File: src/rtl/regfile_scoreboard.sv
`default_nettype none
// ============================================================================
// Module   : regfile_scoreboard
// Brief    : Multi-port register file with write-first bypass and a per-register
//            pending-write scoreboard.
// Revision : 1.0
// ============================================================================
module regfile_scoreboard #(
    parameter int XLEN     = 32,
    parameter int NREGS    = 32,
    parameter int NRP      = 2,
    parameter int ZERO_REG = 1,
    localparam int AW      = $clog2(NREGS)
) (
    input  logic                clk,
    input  logic                rst,
    input  logic                rd_en,
    input  logic [NRP*AW-1:0]   rs_addr,
    output logic [NRP*XLEN-1:0] rd_data,
    output logic [NRP-1:0]      rd_busy,
    output logic                rd_valid,
    input  logic                wr_en,
    input  logic [AW-1:0]       wr_addr,
    input  logic [XLEN-1:0]     wr_data,
    input  logic                alloc_en,
    input  logic [AW-1:0]       alloc_addr,
    output logic [NREGS-1:0]    busy_vec
);

    logic [XLEN-1:0]     regs_q [NREGS];
    logic [NREGS-1:0]    busy_q;
    logic [NREGS-1:0]    busy_d;
    logic [NRP*XLEN-1:0] rd_data_q;
    logic [NRP*XLEN-1:0] rd_data_d;
    logic [NRP-1:0]      rd_busy_q;
    logic [NRP-1:0]      rd_busy_d;
    logic                rd_valid_q;
    logic                w_wr_ok;
    logic [AW-1:0]       w_ra;
    logic                w_zero;
    logic                w_hit;

    assign w_wr_ok = wr_en && !((ZERO_REG != 0) && (wr_addr == '0));

    // Bypass and busy view both see this cycle's write; register 0 overrides both.
    always_comb begin
        rd_data_d = rd_data_q;
        rd_busy_d = rd_busy_q;
        w_ra      = '0;
        w_zero    = 1'b0;
        w_hit     = 1'b0;
        if (rd_en) begin
            for (int p = 0; p < NRP; p++) begin
                w_ra   = rs_addr[p*AW +: AW];
                w_zero = (ZERO_REG != 0) && (w_ra == '0);
                w_hit  = wr_en && (wr_addr == w_ra);
                if (w_zero) begin
                    rd_data_d[p*XLEN +: XLEN] = '0;
                    rd_busy_d[p]              = 1'b0;
                end else if (w_hit) begin
                    rd_data_d[p*XLEN +: XLEN] = wr_data;
                    rd_busy_d[p]              = 1'b0;
                end else begin
                    rd_data_d[p*XLEN +: XLEN] = regs_q[w_ra];
                    rd_busy_d[p]              = busy_q[w_ra];
                end
            end
        end
    end

    // Clear first, then set: a newly issued producer supersedes the retiring one.
    always_comb begin
        busy_d = busy_q;
        if (wr_en) begin
            busy_d[wr_addr] = 1'b0;
        end
        if (alloc_en) begin
            busy_d[alloc_addr] = 1'b1;
        end
        if (ZERO_REG != 0) begin
            busy_d[0] = 1'b0;
        end
    end

    always_ff @(posedge clk or negedge rst) begin
        if (!rst) begin
            for (int i = 0; i < NREGS; i++) begin
                regs_q[i] <= '0;
            end
        end else if (w_wr_ok) begin
            regs_q[wr_addr] <= wr_data;
        end
    end

    always_ff @(posedge clk or negedge rst) begin
        if (!rst) begin
            busy_q     <= '0;
            rd_data_q  <= '0;
            rd_busy_q  <= '0;
            rd_valid_q <= 1'b0;
        end else begin
            busy_q     <= busy_d;
            rd_data_q  <= rd_data_d;
            rd_busy_q  <= rd_busy_d;
            rd_valid_q <= rd_en;
        end
    end

    assign rd_data  = rd_data_q;
    assign rd_busy  = rd_busy_q;
    assign rd_valid = rd_valid_q;
    assign busy_vec = busy_q;

endmodule
`default_nettype wire

File: config.mk
export PLATFORM = sky130hd
export DESIGN_NAME = regfile_scoreboard
export DESIGN_NICKNAME = d
export VERILOG_FILES = /design/src/rtl/regfile_scoreboard.sv
export SDC_FILE = /design/constraint.sdc
export NUM_CORES = 2
export LEC_CHECK = 0
export ABC_AREA = 1
export CORE_ASPECT_RATIO = 1.2
export CORE_UTILIZATION = 59
export CTS_BUF_LIST = sky130_fd_sc_hd__clkbuf_8
export CTS_CLUSTER_SIZE = 30
export DETAILED_ROUTE_END_ITERATION = 12
export PLACE_DENSITY = 0.87
export SYNTH_ARGS = -nofsm -noshare
export SYNTH_HDL_FRONTEND = slang
export SYNTH_SLANG_ARGS = --single-unit
File: constraint.sdc
create_clock -name clk -period 1.1 [get_ports clk]
set_input_delay 0.33 -clock clk [delete_from_list [all_inputs] [get_ports clk]]
set_output_delay 0.33 -clock clk [all_outputs]
set_load 0.01 [all_outputs]
==> flow_summary.yaml, run 1 <==
run_status:
  status: "did not finish"
  haltStage: "5_1_grt"
  error: "[ERROR GRT-0232] Routing congestion too high. Check the congestion heatmap in the GUI."
synthesis:
  ys_seq_area_frac: 0.447
  netlist_instances: 8850
  ys_warn_count: 0
  synth-async-reset-ratio: 1.00
  synth_edf_count: 0
  ys_types: 29
  synth_area_sq_um: 62800
  synth-seq-cells: 1122
  syn_nets: 8907
  synth_area_per_cell_sq_um: 7.10
  synthFlopType: "dfrtp_1"
die:
  die_h_um: 359
  num_rows: 130
  ios: 156
  start_util: 0.598
  die_x_um: 300
sta:
  worst-ep-kind: "output port"
  crit_endpoint: "rd_data[45]"
clocking:
  cts_buffers: 182
  cts_root_buf: "clkbuf_8"
  cts_sinks: 1122
  clock_path_buffers: 3
  htreeDepth: 4
place:
  gp_congestion: 1.00
  post-place-cells: 10681
  placed_cell_area_sq_um: 74000
  dpl.hpwl_um: 170000
  portBuffers: 154
global_routing:
  grt_max_degree: 69
  overflow: 145
  gr-usage-all-layers: 0.695
==> Yosys cell counts, types with 10 or more instances <==
cell type / count / share of area
nand2_1: 2652 / 0.16
o21ai_0: 1180 / 0.094
dfrtp_1: 1122 / 0.45
nand3_1: 1073 / 0.085
inv_1: 796 / 0.048
a21oi_1: 527 / 0.042
buf_2: 338 / 0.027
clkbuf_1: 305 / 0.018
o211ai_1: 257 / 0.031
nor2_1: 239 / 0.014
o21ai_1: 76 / 0.0061
buf_4: 61 / 0.0073
buf_1: 58 / 0.0035
buf_6: 28 / 0.0050
inv_2: 27 / 0.0016
a21boi_0: 25 / 0.0030
nand4_1: 22 / 0.0022
o22ai_1: 22 / 0.0022
nor2_4: 10 / 0.0018
==> cells by family after synthesis <==
family,count (synthesis),synth area share
buf+inv,1623,0.111
simple gates,4016,0.264
compound gates,2088,0.178
other cells,1,0.0000597
flops,1122,0.447
==> metal layers <==
layer | GRT usage | overflow
met5 | 0.313 | 0
met4 | 0.653 | 79
met3 | 0.602 | 3
met2 | 0.815 | 58
met1 | 0.703 | 5
==> per-stage QoR <==
stage,utilization,setup slack (ps)
CTS,0.765,-808
detailed placement,0.705,-1490
global placement,0.705,-1440
floorplan,-,-459
==> what timing repair did <==
action / 4_1_cts
resized for setup: 990
pin swaps: 320
setup buffers: 123
cloned: 13
endpoints found under the setup margin: 1187
hold buffers: 1
hold endpoints to repair: 1122
==> inputs of run 2 (changes only) <==
==> config.mk (replaced) <==
export PLATFORM = sky130hd
export DESIGN_NAME = regfile_scoreboard
export DESIGN_NICKNAME = d
export VERILOG_FILES = /design/src/rtl/regfile_scoreboard.sv
export SDC_FILE = /design/constraint.sdc
export NUM_CORES = 2
export LEC_CHECK = 0
export ABC_AREA = 1
export CORE_UTILIZATION = 40
export DETAILED_ROUTE_END_ITERATION = 12
export PLACE_DENSITY_LB_ADDON = 0.15
export SYNTH_ARGS = -nofsm -noshare
export SYNTH_HDL_FRONTEND = slang
export SYNTH_SLANG_ARGS = --single-unit
==> constraint.sdc (replaced) <==
create_clock -name clk -period 1.43 [get_ports clk]
set_input_delay 0.429 -clock clk [delete_from_list [all_inputs] [get_ports clk]]
set_output_delay 0.429 -clock clk [all_outputs]
set_load 0.01 [all_outputs]
==> flow_summary.yaml, run 2 <==
sta:
  tightest_slew_ps: 640
  skew_ps: 26.4
  slew_violations: 0
  fin_crit_ps: 1890
  rsz0062_at_grt: "yes"
  final.period_utilization: 1.32
  max_slew_margin: 0.574
  max_freq_mhz: 530
  worst_slack_ps: -456
  finalSetupViolations: 99
  hold_violations: 0
place:
  placed_cell_area_sq_um: 74600
  portBuffers: 154
  post-place-cells: 11208
  dpl.hpwl_um: 187000
  gp_congestion: 0.935
synthesis:
  netlist_top_cells_area: "dfrtp_1, nand2_1, o21ai_0"
  netlist_instances: 8850
  synth-seq-cells: 1122
  synth_area_sq_um: 62800
  synth_area_per_cell_sq_um: 7.10
  ys_warn_count: 0
  ys_top_cells_by_count: "nand2_1, o21ai_0, dfrtp_1"
  yosysTopAreaCellShare: 0.447
  ys_seq_area_frac: 0.447
  ys_types: 29
  synth.largest_area_cell: "dfrtp_1"
  synth-async-reset-ratio: 1.00
  synth_edf_count: 0
  synthFlopType: "dfrtp_1"
  syn_nets: 8907
  yosysMostFrequentCell: "nand2_1"
global_routing:
  grt_pass1_wl_um: 414000
  gr-usage-all-layers: 0.351
  overflow: 0
  antenna_found_initial: 7
  grt_max_degree: 64
  grt_pass1_vias: 62315
setup_path:
  critPathMaxFanout: 2
  required_ps: 1000
  slowest_delay_ps: 500
  startpoint_type: "flop"
  rr_startpoint: "regs_q[1023]$_DFFE_PN0P_"
  end_kind: "output pin"
  crit_slowest_cell: "dfrtp_2"
  crit_chain: "buf_6"
  critPathArrivalTime_ps: 1460
  crit_type: "flop to output pin"
  cp_top_family: "flip-flops"
  startpoint: "rd_data[28]$_DFFE_PN0P_"
  cp.buffers_inverters: 1
run_status:
  violations: "setup timing"
  status: "finished with violations"
routing:
  drc_errors: 0
  drt-total-wl_um: 285000
  drt_iter0_markers: 9027
  post_drt_wl_per_cell_um: 24.7
  via_per_inst: 5.74
  num_vias: 66239
  ant_nets: 0
  firstDrtPassIters: 7
clocking:
  cts_buffers: 134
  cts_tree: "done"
  htreeDepth: 4
  path_clk_slew_ps: 60
  clock_latency_ps: 780
  cts_root_buf: "clkbuf_16"
  cts_sinks: 1122
  clock_path_buffers: 3
final_layout:
  drive_gt1_frac: 0.184
  fin_nets: 9437
  largest_register_ffs: 1024
  nFillCells: 14892
  design_area_sq_um: 80900
  instances_no_fill: 11542
  mostFrequentLayoutCells: "nand2_1, o21ai_0, dfrtp_1, nand3_1, inv_1"
  final_common_cell: "nand2_1"
  regMostFlops: "regs_q"
  area_growth_syn_to_layout_pct: 28.8
die:
  coreArea_sq_um: 156000
  die_h_um: 398
  die_x_um: 398
  ios: 156
  num_rows: 145
  start_util: 0.403
  die-area_sq_um: 159000
power_and_ir_drop:
  vdd_drop_max_mv: 1.22
  leakage_uw: 0.0376
  powerDensity_nw_per_um2: 1280
run:
  maxCapViolCount: 0
worst_hold_path:
  hold_path_class: "input pin to asynchronous set/reset pin"
run 2: cell counts after synthesis:
No cell type changed its count.
run 2: layer usage:
layer,vias to the layer above,global-route usage,wire length [um]
met1,31772,0.479,116000
met5,-,0,57
met2,3876,0.526,123000
met3,734,0.0732,31100
met4,10,0.178,15900
li1,29847,-,-
run 2: worst paths after layout:
kind | slack (ps) | cells after the start | end
worst max-delay path | -460 | 1 | rd_data[28]
max in group asynchronous | 460 | 4 | rd_data[62]$_DFFE_PN0P_
worst min register to register | 400 | 0 | regs_q[1015]$_DFFE_PN0P_
worst min-delay path | 160 | 2 | regs_q[776]$_DFFE_PN0P_
min in group clk | 300 | 2 | rd_valid$_DFF_PN0_
worst max register to register | 0 | 12 | rd_data[31]$_DFFE_PN0P_
run 2: through the flow:
| step | total power [uW] | setup TNS [ps] | setup slack [ps] | utilization | hold WS, ps |
|---|---|---|---|---|---|
| finish | 104000 | -31210 | -456 | 0.519 | 157 |
| CTS | 103000 | -34930 | -470 | 0.508 | 131 |
| global route | 109000 | -34820 | -468 | 0.519 | 151 |
| global placement | 66900 | -1031500 | -1160 | 0.478 | 324 |
| detailed placement | 67500 | -1030600 | -1140 | 0.478 | 325 |
| floorplan | 56000 | -42560 | -228 | - | 133 |
run 2: logic make-up (layout without fill, tap and decap cells):
group	count (synthesis)	after routing	synth area share
other	1	4	0.0000597
buffers and inverters	1623	2254	0.111
DFF	1122	1122	0.447
and+or+nand+nor	4016	4016	0.264
AOI/OAI and AO/OA	2088	2088	0.178
run 2: timing repair:
| item | CTS | global route |
|---|---|---|
| resized for setup | 513 | 306 |
| buffers inserted | 29 | 55 |
| hold endpoints to repair | 418 | 0 |
| pin swaps | 15 | 127 |
| setup endpoints to repair | 1122 | 406 |
| hold buffers | 1 | 0 |
| cloned | 3 | 10 |
run 2: final cells by class:
class                           instances  area, sq um  share of cell area
Multi-Input combinational cell       6105        29000               0.358
Antenna cell                            3         7.51           0.0000928
Sequential cell                      1122        28100               0.347
Timing Repair Buffer                 1192        13600               0.168
Tap cell                             2058         2570              0.0318
Clock buffer                          207         4100              0.0506
Clock inverter                         30          367             0.00453
Inverter                              825         3170              0.0392
run 2: power breakdown:
part | internal [uW] | leakage (uW) | switching (uW)
sequential | 38600 | 0.0132 | 3930
combinational | 10700 | 0.0223 | 15400
clock | 20800 | 0.00220 | 14600
total | 70100 | 0.0376 | 33900
Power figures use the tool's default switching activity.
